**config.mk**
```make
export PLATFORM = sky130hd
export DESIGN_NAME = axis_packet_arbiter_rr
export DESIGN_NICKNAME = d
export VERILOG_FILES = /design/src/rtl/axis_packet_arbiter_rr.sv
export SDC_FILE = /design/constraint.sdc
export NUM_CORES = 1
export LEC_CHECK = 0
export BUFFER_PORTS_ARGS = -buffer_cell sky130_fd_sc_hd__buf_2
export CAP_MARGIN = 5
export CORE_MARGIN = 4
export CORE_UTILIZATION = 38
export CTS_CLUSTER_DIAMETER = 120
export DETAILED_ROUTE_END_ITERATION = 10
export PLACE_DENSITY = 0.68
export SYNTH_ARGS = -nofsm -noshare
export SYNTH_HDL_FRONTEND = slang
export SYNTH_SLANG_ARGS = --single-unit
```
**constraint.sdc**
```tcl
create_clock -name clk -period 4.1 [get_ports clk]
set_clock_uncertainty 0.1 [all_clocks]
set_input_delay 1.025 -clock clk [delete_from_list [all_inputs] [get_ports clk]]
set_output_delay 1.025 -clock clk [all_outputs]
set_load 0.01 [all_outputs]
```
**src/rtl/axis_packet_arbiter_rr.sv**
```systemverilog
// Round-robin AXI-Stream arbiter with packet-granular grants.
// The winning input's beats are forwarded through a registered output stage.
module axis_packet_arbiter_rr #(
  parameter int unsigned NUM_INPUTS     = 2,
  parameter int unsigned AXIS_BYTES     = 1,
  parameter int unsigned AXIS_USER_BITS = 1
) (
  input  logic                                 clk,
  input  logic                                 sresetn,
  input  logic [NUM_INPUTS-1:0]                axis_i_tvalid,
  output logic [NUM_INPUTS-1:0]                axis_i_tready,
  input  logic [NUM_INPUTS-1:0]                axis_i_tlast,
  input  logic [NUM_INPUTS*AXIS_BYTES*8-1:0]   axis_i_tdata,
  input  logic [NUM_INPUTS*AXIS_USER_BITS-1:0] axis_i_tuser,
  output logic                                 axis_o_tvalid,
  input  logic                                 axis_o_tready,
  output logic                                 axis_o_tlast,
  output logic [AXIS_BYTES*8-1:0]              axis_o_tdata,
  output logic [AXIS_USER_BITS-1:0]            axis_o_tuser,
  output logic [NUM_INPUTS-1:0]                o_grant,
  output logic                                 o_busy
);

  localparam int unsigned DW = AXIS_BYTES * 8;
  localparam int unsigned UW = AXIS_USER_BITS;
  localparam int unsigned IW = (NUM_INPUTS > 1) ? $clog2(NUM_INPUTS) : 1;

  typedef enum logic {
    IDLE = 1'b0,
    PASS = 1'b1
  } state_t;

  state_t          state;
  state_t          state_d;
  logic [IW-1:0]   g;
  logic [IW-1:0]   g_d;
  logic [IW-1:0]   last_g;
  logic [IW-1:0]   last_g_d;
  logic [NUM_INPUTS-1:0] grant_d;
  logic            out_valid_d;
  logic            out_last_d;
  logic [DW-1:0]   out_data_d;
  logic [UW-1:0]   out_user_d;

  logic            sel_valid;
  logic            sel_last;
  logic [DW-1:0]   sel_data;
  logic [UW-1:0]   sel_user;
  logic            found;
  logic [IW-1:0]   winner;
  logic            accept;
  logic            xfer;

  // Granted-input slice selection.
  always_comb begin
    sel_valid = 1'b0;
    sel_last  = 1'b0;
    sel_data  = '0;
    sel_user  = '0;
    for (int unsigned k = 0; k < NUM_INPUTS; k++) begin
      if (g == IW'(k)) begin
        sel_valid = axis_i_tvalid[k];
        sel_last  = axis_i_tlast[k];
        sel_data  = axis_i_tdata[k*DW +: DW];
        sel_user  = axis_i_tuser[k*UW +: UW];
      end
    end
  end

  // Rotating priority search starting just after the previous grant.
  always_comb begin
    found  = 1'b0;
    winner = '0;
    for (int unsigned i = 1; i <= NUM_INPUTS; i++) begin
      if (!found && axis_i_tvalid[IW'((32'(last_g) + i) % NUM_INPUTS)]) begin
        found  = 1'b1;
        winner = IW'((32'(last_g) + i) % NUM_INPUTS);
      end
    end
  end

  // Next-state and output-register logic.
  always_comb begin
    state_d       = state;
    g_d           = g;
    last_g_d      = last_g;
    grant_d       = o_grant;
    out_valid_d   = axis_o_tvalid;
    out_last_d    = axis_o_tlast;
    out_data_d    = axis_o_tdata;
    out_user_d    = axis_o_tuser;
    axis_i_tready = '0;
    accept        = !axis_o_tvalid || axis_o_tready;
    xfer          = 1'b0;

    // A consumed output beat empties the register unless refilled below.
    if (axis_o_tready) begin
      out_valid_d = 1'b0;
    end

    case (state)
      IDLE: begin
        if (found) begin
          state_d = PASS;
          g_d     = winner;
          grant_d = NUM_INPUTS'(1) << winner;
        end
      end
      PASS: begin
        for (int unsigned k = 0; k < NUM_INPUTS; k++) begin
          if (g == IW'(k)) begin
            axis_i_tready[k] = accept;
          end
        end
        xfer = sel_valid && accept;
        if (xfer) begin
          out_valid_d = 1'b1;
          out_data_d  = sel_data;
          out_user_d  = sel_user;
          out_last_d  = sel_last;
          if (sel_last) begin
            last_g_d = g;
            grant_d  = '0;
            state_d  = IDLE;
          end
        end
      end
      default: state_d = IDLE;
    endcase
  end

  always_ff @(posedge clk) begin
    if (!sresetn) begin
      state         <= IDLE;
      g             <= '0;
      last_g        <= IW'(NUM_INPUTS - 1);
      o_grant       <= '0;
      axis_o_tvalid <= 1'b0;
      axis_o_tlast  <= 1'b0;
      axis_o_tdata  <= '0;
      axis_o_tuser  <= '0;
    end else begin
      state         <= state_d;
      g             <= g_d;
      last_g        <= last_g_d;
      o_grant       <= grant_d;
      axis_o_tvalid <= out_valid_d;
      axis_o_tlast  <= out_last_d;
      axis_o_tdata  <= out_data_d;
      axis_o_tuser  <= out_user_d;
    end
  end

  assign o_busy = (state == PASS);

endmodule

```
Word-level counts from Yosys, hierarchy flattened --
Index checks and enable logic that the tools add are counted.
Cells by class: add/sub/neg operators 2, order comparisons 2, equal/unequal tests 3, shift operators 1, mux-type cells 26, bitwise logic cells 1, reductions and logical operators 9
Operators with widths (count):
- two-way mux 1 bit | 19
- two-way mux 2 bit | 4
- two-way mux 8 bit | 1
- AND reduction 3 bit | 2
- less-than comparator 1 x 2 -> 1 bit, second input constant | 2
- inequality test 2 x 1 -> 1 bit, second input constant | 2
- one-hot mux 2 bit (2 select lines) | 1
- AND reduction 2 bit | 2
- adder 1 bit, second input constant | 2
- logical AND 1 bit | 2
- zero test 1 bit | 2
- inequality test 2 bit, second input constant | 1
- one-hot mux 1 bit (2 select lines) | 1
- left shift 1 x 1 -> 2 bit, first input constant | 1
- logical OR 1 bit | 1
- inverter 1 bit | 1
Word-level totals: register bits 16, input bits 25, output and inout port bits 16, logic and storage cells 52

Logic depth before layout (Yosys ltp) --
Gate-level depths: netlist (run 1).
word-level depth 10, depth in mapped cells 5, gate-level depth less buffers 3

Least setup slack after synthesis (run 1) --
OpenSTA, ideal clock, no wires.
kind input to output, start point input port axis_o_tready, end point output port axis_i_tready[1], arrival time 1646 ps, required time 2975 ps, slack 1329 ps, stages 3, buffers on the path 1, cells stage by stage nand2b_1 > clkbuf_1 > and3_1
Between the ends: longest elaborated chain between the ends 3
RTL lines:
- from (decl) | RTL line 16 | input logic axis_o_tready,
- logical OR 1 bit | RTL line 93 | accept = !axis_o_tvalid || axis_o_tready;
- two-way mux 1 bit | RTL line 111 | if (g == IW'(k)) begin
- two-way mux 2 bit | RTL line 101 | case (state)
- to (decl) | RTL line 11 | output logic [NUM_INPUTS-1:0] axis_i_tready,
No other way between the ends.

Worst setup path after layout (run 1) --
Same ends and word-level chain as after synthesis.

==> results of run 1 <==
-- power by group through the flow --
stage / Sequential, mW / Clock (mW) / Combinational [mW]
final: 0.180 / 0.106 / 0.0873
after global routing: 0.182 / 0.117 / 0.0966
after CTS: 0.180 / 0.107 / 0.0881
after detailed placement: 0.184 / 0 / 0.0876
after global placement: 0.184 / 0 / 0.0866
after floorplan: 0.183 / 0 / 0.0564
-- final cells by class --
class / count / area (sq um) / area share (%)
tap: 27 / 33.8 / 3.18
sequential: 16 / 320 / 30.1
timing repair buffer: 41 / 208 / 19.5
multi-input combinational: 57 / 454 / 42.7
clock buffer: 4 / 36.3 / 3.41
inverter: 3 / 11.3 / 1.06
-- final timing paths --
kind	start	endpoint	slack, ns	cells past startpoint
max	axis_o_tready	axis_i_tready[1]	1.10	4
min	o_grant[1]	o_grant[1]	0.37	2
max reg2reg	o_busy	axis_o_tlast	2.21	3
min reg2reg	o_grant[1]	o_grant[1]	0.37	2
-- placed cells by master, fill, tap and decap left out --
cell type and instances:
o221ai_1 1, and2b_1 1, clkbuf_4 3, nand2b_1 2, a211oi_2 2, buf_2 40, mux2i_1 11, inv_1 3
clkbuf_8 1, a21oi_1 1, a21bo_1 1, nor3_1 3, nand3_1 2, nor3_4 1, o32ai_1 1, buf_4 1
o41ai_2 1, nand2_1 4, nor4_2 1, nor2_1 2, a31oi_1 10, mux2i_2 1, o21bai_1 1, a211oi_1 8
mux2_4 1, a2bb2oi_1 1, and3_1 1, dfxtp_1 16
-- flip-flops by register name (all words and copies together), names as in the netlist --
name,flops
axis_o_tdata,8
axis_o_tlast,1
axis_o_tuser,1
axis_o_tvalid,1
g,1
last_g,1
o_busy,1
o_grant,2
-- through the flow --
step                      total power, mW  hold WS, ns  area, sq um
final                               0.374        0.367         1060
after global routing                0.396        0.394         1060
after CTS                           0.375        0.368         1060
after detailed placement            0.271        0.355         1030
after global placement              0.270        0.347         1030
after floorplan                     0.240        0.373          826
-- critical path: stages --
cell	delay (ns)
buf_2	0.10
nand2b_1	0.33
and3_1	0.29
buf_2	0.13
-- cells by family (layout without fill, tap and decap cells) --
group	after synthesis	in the layout
and+or+nand+nor	17	17
AOI/OAI and AO/OA	27	27
muxes	13	13
buffers and inverters	10	48
DFF	16	16
-- routing by layer --
metal | wire length [microns] | up-vias
met1 | 881 | 374
met3 | 103 | 2
li1 | - | 393
met2 | 997 | 22
met5 | 0 | -
met4 | 22 | 0
==> impl.org, run 1 <==
** STA
- Final Hold Viols :: 0
- The worst path needs 3.00 ns of the cycle, external delays included.
- Setup repair after global routing left no endpoint under its margin.
- Max frequency :: 334 MHz
- Pins Over Slew Limit :: 0
- Setup violations remaining at the end of the flow were counted as 0.
- After layout, the worst path uses 73.1% of the clock period.
- Max transition margin :: 61.0%
- The worst path meets setup with 1.10 ns of slack.
- Setup TNS :: 0 ns
- Worst-margin pin slew :: 0.584 ns

** Yosys
- Of the total synthesized cell area, the portion taken by XOR and XNOR cells is 0%.
- By area the synthesized netlist is led by dfxtp_1 (39%), mux2i_1 (13%), a31oi_1 (7.6%).
- Ranking of synthesized cells by instance count :: dfxtp_1 (16), mux2i_1 (11), a31oi_1 (10)
- Async set or reset register ratio after synthesis :: 0%
- Top cell type's share of synthesized area :: 38.8%
- The share of the Yosys chip area taken by registers is 38.8%.
- Mux cell area share after synthesis :: 16.8%
- After technology mapping, the gate count stands at 83.
- Adder and majority cell fraction of the synthesized area :: 0%
- The number of different library cells used by synthesis comes to 28.
- Main combinational cell family by area after synthesis :: compound AO/OA/AOI/OAI gates
- In the post-synthesis netlist, the cell with the most instances is dfxtp_1.
- Synth area leader :: dfxtp_1
- Synthesized cell area :: 826 sq um
- For this run, the number of Yosys warnings is 0.
- Synthesized net count :: 108
- Number of enable-type register cells in the synthesized netlist :: 0
- Flip-flop and latch count after synthesis :: 16
- Among all flip-flop cells after synthesis, the most frequent one is dfxtp_1.
- Avg Cell Area, Syn :: 9.95 sq um
- The synthesized netlist devotes 12.4% of its cell area to simple gates.
- Compound-Gate Fraction of Synth Area :: 25.8%

** Outcome
- Status :: completed

** Power
- Sequential share of power :: 48.2%
- Power per standard cell area :: 351 nW/um^2
- Summed over all cells, the static leakage comes to 0.473 nW.
- The clock network burns 28.4% of the power.
- Net Sw Power :: 0.109 mW
- Cell internal power was estimated by the tool at 0.264 mW.
- Max IR drop VDD :: 0.147 mV
- Combinational cells account for 23.4% of the total power.
- Of the total power, the share spent switching nets is 29.3%.

** Setup path
- Critical Path Sink Type :: primary output
- At the worst endpoint, the required time is 2.97 ns.
- Worst Path Max Fanout :: 12
- The worst setup path is launched from an input pin.
- STA puts the critical path data arrival time at 1.87 ns.
- The worst setup path is of the in2out kind.

** Worst hold path
- Path category of the worst min-delay check :: reg2reg

** Clocking
- The clock passes through at most 2 buffers.
- Level count of the clock H-tree :: 1
- Clock-pin slew was measured on the worst setup and hold paths at 0.10 ns.
- Clock latency at the later pin of the worst-skew pair :: 0.28 ns
- Postcts setup bufs :: 0
- The number of gates resized after CTS was 0.
- CTS Root Buffer Type :: clkbuf_4
- The number of clock buffers added by TritonCTS is 3.
- Post-cts hold buffer count :: 0
- TritonCTS clock tree :: built
- Counting every sink on the clock net gives 16.

** Flow run
- Across the run, the number of max-cap violations was 0.

** Cells and area
- Compared with the post-synthesis result, the final layout area differs by 28.8%.
- At the end of the flow the core is filled with cells to 52.6%.
- Number of antenna cells inserted :: 0
- Filler instances :: 198
- The count of cells in the finished layout, fillers not included, comes to 148.
- Fraction of final layout cells sized beyond drive strength 1 :: 43.0%
- After the last flow step, the layout net total stands at 147.

** Floorplanning
- The die is 54.6 microns wide.
- Die H :: 54.6 microns
- Row generation in the floorplan step produced 16 rows.
- Placeable Area :: 2020 sq um
- The die covers 2980 sq um.
- Starting density of the core :: 40.8%
- Num ports :: 41

** Route
- For this run, design rule violations remaining after detail routing come to 0.
- The detail route stage leaves a number of antenna-violating nets equal to 0.
- Dividing the detail-routed wire length by the instance count gives 13.5 microns.
- Detailed-router iteration count before antenna repair :: 4
- For this block, the routed nets add up to 2.01 mm of wire.
- The first routing iteration left 15 violations.
- Via density per instance :: 5.34
- For this block, the via count after detailed routing is 791.

** GRT
- After global routing the overflow that remains totals 0.
- Wire length of the first global-routing pass :: 3.13 mm
- For this run, global-route usage on met2 was measured as 23.8%.
- Layer with the highest usage after global routing :: met2
- Global routing consumed, on the met3 layer, 2.72% of the routing resources.
- Via count of the first global-routing pass :: 742
- Global-route usage over all layers :: 14.5%
- Met1 demand-to-capacity share in global routing :: 17.6%
- The number of antenna violations at the first check in global routing is 0.
- Entering global routing, the biggest net connects 20 pins.

** Placement
- Inst Count DP :: 144
- Final HPWL from detailed placement :: 1.48 mm
- In this run the tool buffered the top-level ports with 40 buffer cells.
- RD Place Congestion :: 0.731
- Timing analysis after detailed placement gives a worst setup slack of 1.13 ns.
Note: power is estimated with default switching activity, not from simulation.
==> run 2, diff against run 1 <==
--- a/config.mk
+++ b/config.mk
@@ -5,13 +5,14 @@
 export SDC_FILE = /design/constraint.sdc
 export NUM_CORES = 1
 export LEC_CHECK = 0
+export ABC_AREA = 1
 export BUFFER_PORTS_ARGS = -buffer_cell sky130_fd_sc_hd__buf_2
 export CAP_MARGIN = 5
 export CORE_MARGIN = 4
 export CORE_UTILIZATION = 38
 export CTS_CLUSTER_DIAMETER = 120
 export DETAILED_ROUTE_END_ITERATION = 10
-export PLACE_DENSITY = 0.68
+export PLACE_DENSITY = 0.69
 export SYNTH_ARGS = -nofsm -noshare
 export SYNTH_HDL_FRONTEND = slang
 export SYNTH_SLANG_ARGS = --single-unit
==> constraint.sdc (replaced) <==
create_clock -name clk -period 3.1 [get_ports clk]
set_clock_uncertainty 0.1 [all_clocks]
set_input_delay 0.775 -clock clk [delete_from_list [all_inputs] [get_ports clk]]
set_output_delay 0.775 -clock clk [all_outputs]
set_load 0.01 [all_outputs]
==> impl.org, run 2 <==
** Clocking
- Largest buffer count on any clock path :: 2
- CTS Root Buffer Type :: clkbuf_4
- Resize count post-CTS :: 0
- Sinks on the clock net :: 16
- After clock tree synthesis, the flow added hold-fix buffers numbering 0.
- After clock tree synthesis, the clock-pin slew on the worst setup and hold paths is 0.09 ns.
- TritonCTS clock tree :: built
- In this run the number of H-tree levels came out at 1.
- Clock buffers created by TritonCTS :: 3
- In this run the post-CTS setup repair buffer count came out at 0.
- Clock latency on the worst-skew pair, taken at its later pin, is 0.28 ns.

** Yosys
- Instance count of the mapped netlist :: 124
- Top cell type's share of synthesized area :: 40.7%
- The commonest cells after synthesis are nand2_1 (53), dfxtp_1 (16), a21oi_1 (15).
- The netlist uses 17 different library cells.
- Most used flip-flop cell after synthesis :: dfxtp_1
- Sequential element share of the synthesized area :: 40.7%
- Counting every net in the synthesized netlist gives 149.
- Flip-flop and latch count after synthesis :: 16
- Dividing the synthesized area by the synthesized cell count gives 6.35 sq um.
- Most repeated cell in the gate-level netlist after synthesis :: nand2_1
- In the synthesized netlist the async set-or-reset flop fraction comes to 0%.
- The synthesized design contains 0 enable-type register cells.
- Dominant cells by area after synthesis :: dfxtp_1 (41%), nand2_1 (25%), a21oi_1 (9.5%)
- Summing every instance area after synthesis gives 787 sq um.
- Yosys warns :: 0
- The largest total area in the synthesized netlist belongs to dfxtp_1.

** Cells and area
- In the final layout, the registers with the most flip-flops are axis_o_tdata x8, o_grant x2.
- The layout has 226 filler cells.
- Once layout is complete, the cells apart from fillers number 190.
- Fraction of final layout cells sized beyond drive strength 1 :: 30.1%
- The net count of the finished layout is 189.
- Synth-to-layout area growth :: 31.2%
- Register with the highest flop count :: axis_o_tdata
- Number of antenna cells inserted :: 0
- In the final layout, the multi-input gates occupy 404 sq um.
- Once layout is complete, the utilization of the core stands at 52.6%.
- Area taken by flip-flops and latches :: 320 sq um
- Most frequent cells in the layout :: nand2_1 (53), buf_2 (40), dfxtp_1 (16)
- Most frequent standard cell in the layout excluding fill and tap cells :: nand2_1
- The register with the most flip-flops in the layout has 8 of them.

** Power
- Power spread over the standard cell area amounts to 454 nW/um^2.
- Leakage Power :: 0.550 nW
- Max IR drop VDD :: 0.205 mV
- Power comes to 0.469 mW.

** GRT
- The first global-routing pass estimated 3.22 mm of wire.
- Via count of the first global-routing pass :: 759
- Global-route usage over all layers :: 15.2%
- Entering global routing, the biggest net connects 16 pins.
- Initial antenna violation count :: 0
- Grt ovf :: 0

** STA
- The number of hold violations in the final report came to 0.
- Dividing the final minimum period by the clock period gives 76.1%.
- Measured against its own limit, the worst slew margin works out to 67.4%.
- Setup TNS :: 0 ns
- Timing would allow up to 424 MHz.
- The worst path needs 2.36 ns of the cycle, external delays included.
- Unrepaired setup endpoints after global routing :: no
- At the pin with the least slew margin, the transition time is 0.489 ns.
- Setup violations remaining at the end of the flow were counted as 0.
- Pins Over Slew Limit :: 0

** Setup path
- STA puts the critical path data arrival time at 1.48 ns.
- The signal on the critical path passes through inv_2 > nor3_1 > buf_2.
- Tracing the worst setup path back leads to its startpoint at g.
- The number of cells on the worst reg-to-reg path is 6.
- The largest single stage delay on the critical path is 0.62 ns.
- In this run the critical register-to-register path is launched from g.
- The slowest stage of the critical path belongs to the cell dfxtp_1.
- Required time reported for the critical path endpoint :: 2.22 ns
- Critical Path Sink Type :: primary output
- Worst Setup Path Type :: reg2out
- Worst Path Max Fanout :: 14
- Following the worst setup path forward leads to its endpoint at axis_i_tready[1].
- Critical Path Start Type :: register
- The endpoint identified for the worst register-to-register timing path is o_grant[1].
- For flop-to-flop paths, the worst setup slack is 1.20 ns.

** Outcome
- Status :: completed

** Floorplanning
- Die H :: 53.5 microns
- Standard-cell rows :: 16
- The die covers 2860 sq um.
- Die W :: 53.5 microns
- During I/O placement, the number of pins put on the boundary was 41.
- Starting density of the core :: 40.1%
- The region available for standard cell placement spans 1960 sq um.

** Placement
- The congestion estimate from routability-driven global placement came to 0.758.
- Port-buffer cells :: 40
- Final HPWL from detailed placement :: 1.48 mm
- Including well taps, the total number of placed cells is 186.

** Flow run
- Max Cap Violations :: 0

** Route
- After detailed routing, the number of vias per cell comes to 4.57.
- Routed via count :: 868
- WL final :: 1.94 mm
- Once detail routing completed, the nets flagged for antenna violations numbered 0.
- Detailed-router iteration count before antenna repair :: 2
- DRC violation total after the first TritonRoute iteration :: 11
- In the routed design, unresolved DRC markers number 0.
- DR WL/cell :: 10.2 microns

** Worst hold path
- The path class of the tightest hold or removal check is reg2reg.
==> run 2: cell families after synthesis <==
family | Yosys count | synth area share [%]
simple gates | 76 | 39.1
flops | 16 | 40.7
buf+inv | 14 | 7.95
compound gates | 18 | 12.2
==> run 2: cell type report <==
class                      instances  share of cell area, %
timing repair buffer              41                   20.1
inverter                           8                   2.91
tap                               27                   3.27
sequential                        16                   31.0
clock buffer                       4                   3.52
multi-input combinational         94                   39.2
==> run 2: per-layer routing <==
| metal | wire, microns | vias up | share of wire (%) | global-route usage, % |
|---|---|---|---|---|
| met4 | 18 | 0 | 0.93 | 6.38 |
| met2 | 953 | 23 | 49 | 24.5 |
| met5 | 0 | - | 0 | 0 |
| li1 | - | 471 | - | - |
| met3 | 117 | 2 | 6.0 | 2.82 |
| met1 | 845 | 372 | 44 | 19.7 |
==> run 2: worst min path at each step <==
stage | slack [ns] | depth (start not counted) | start | end
after floorplan | 0.35 | 2 | last_g | last_g
after global placement | 0.35 | 2 | axis_o_tdata[0] | axis_o_tdata[0]
after detailed placement | 0.35 | 2 | axis_o_tdata[0] | axis_o_tdata[0]
after CTS | 0.37 | 2 | axis_o_tdata[0] | axis_o_tdata[0]
after global routing | 0.39 | 2 | axis_o_tlast | axis_o_tlast
final | 0.37 | 2 | axis_o_tdata[0] | axis_o_tdata[0]
==> run 2: power breakdown <==
| part | switching (mW) | leakage [nW] | total, mW | internal (mW) |
|---|---|---|---|---|
| clock | 0.0615 | 0.0210 | 0.133 | 0.0714 |
| sequential | 0.00978 | 0.131 | 0.230 | 0.220 |
| combinational | 0.0624 | 0.398 | 0.106 | 0.0438 |
| total | 0.134 | 0.550 | 0.469 | 0.335 |
==> run 2: per-stage QoR <==
step                      setup WS [ns]  hold slack (ns)  instance area, sq um
after floorplan                    1.13            0.346                   787
after global placement            0.898            0.349                   996
after detailed placement          0.878            0.354                   996
after CTS                         0.724            0.368                  1030
after global routing              0.571            0.386                  1030
final                             0.741            0.366                  1030
==> run 2: critical path, delay by kind of cell, from the launching register on <==
kind	cells	cell delay, ns
DFF	1	0.62
and+or+nand+nor	1	0.21
buffers and inverters	2	0.37
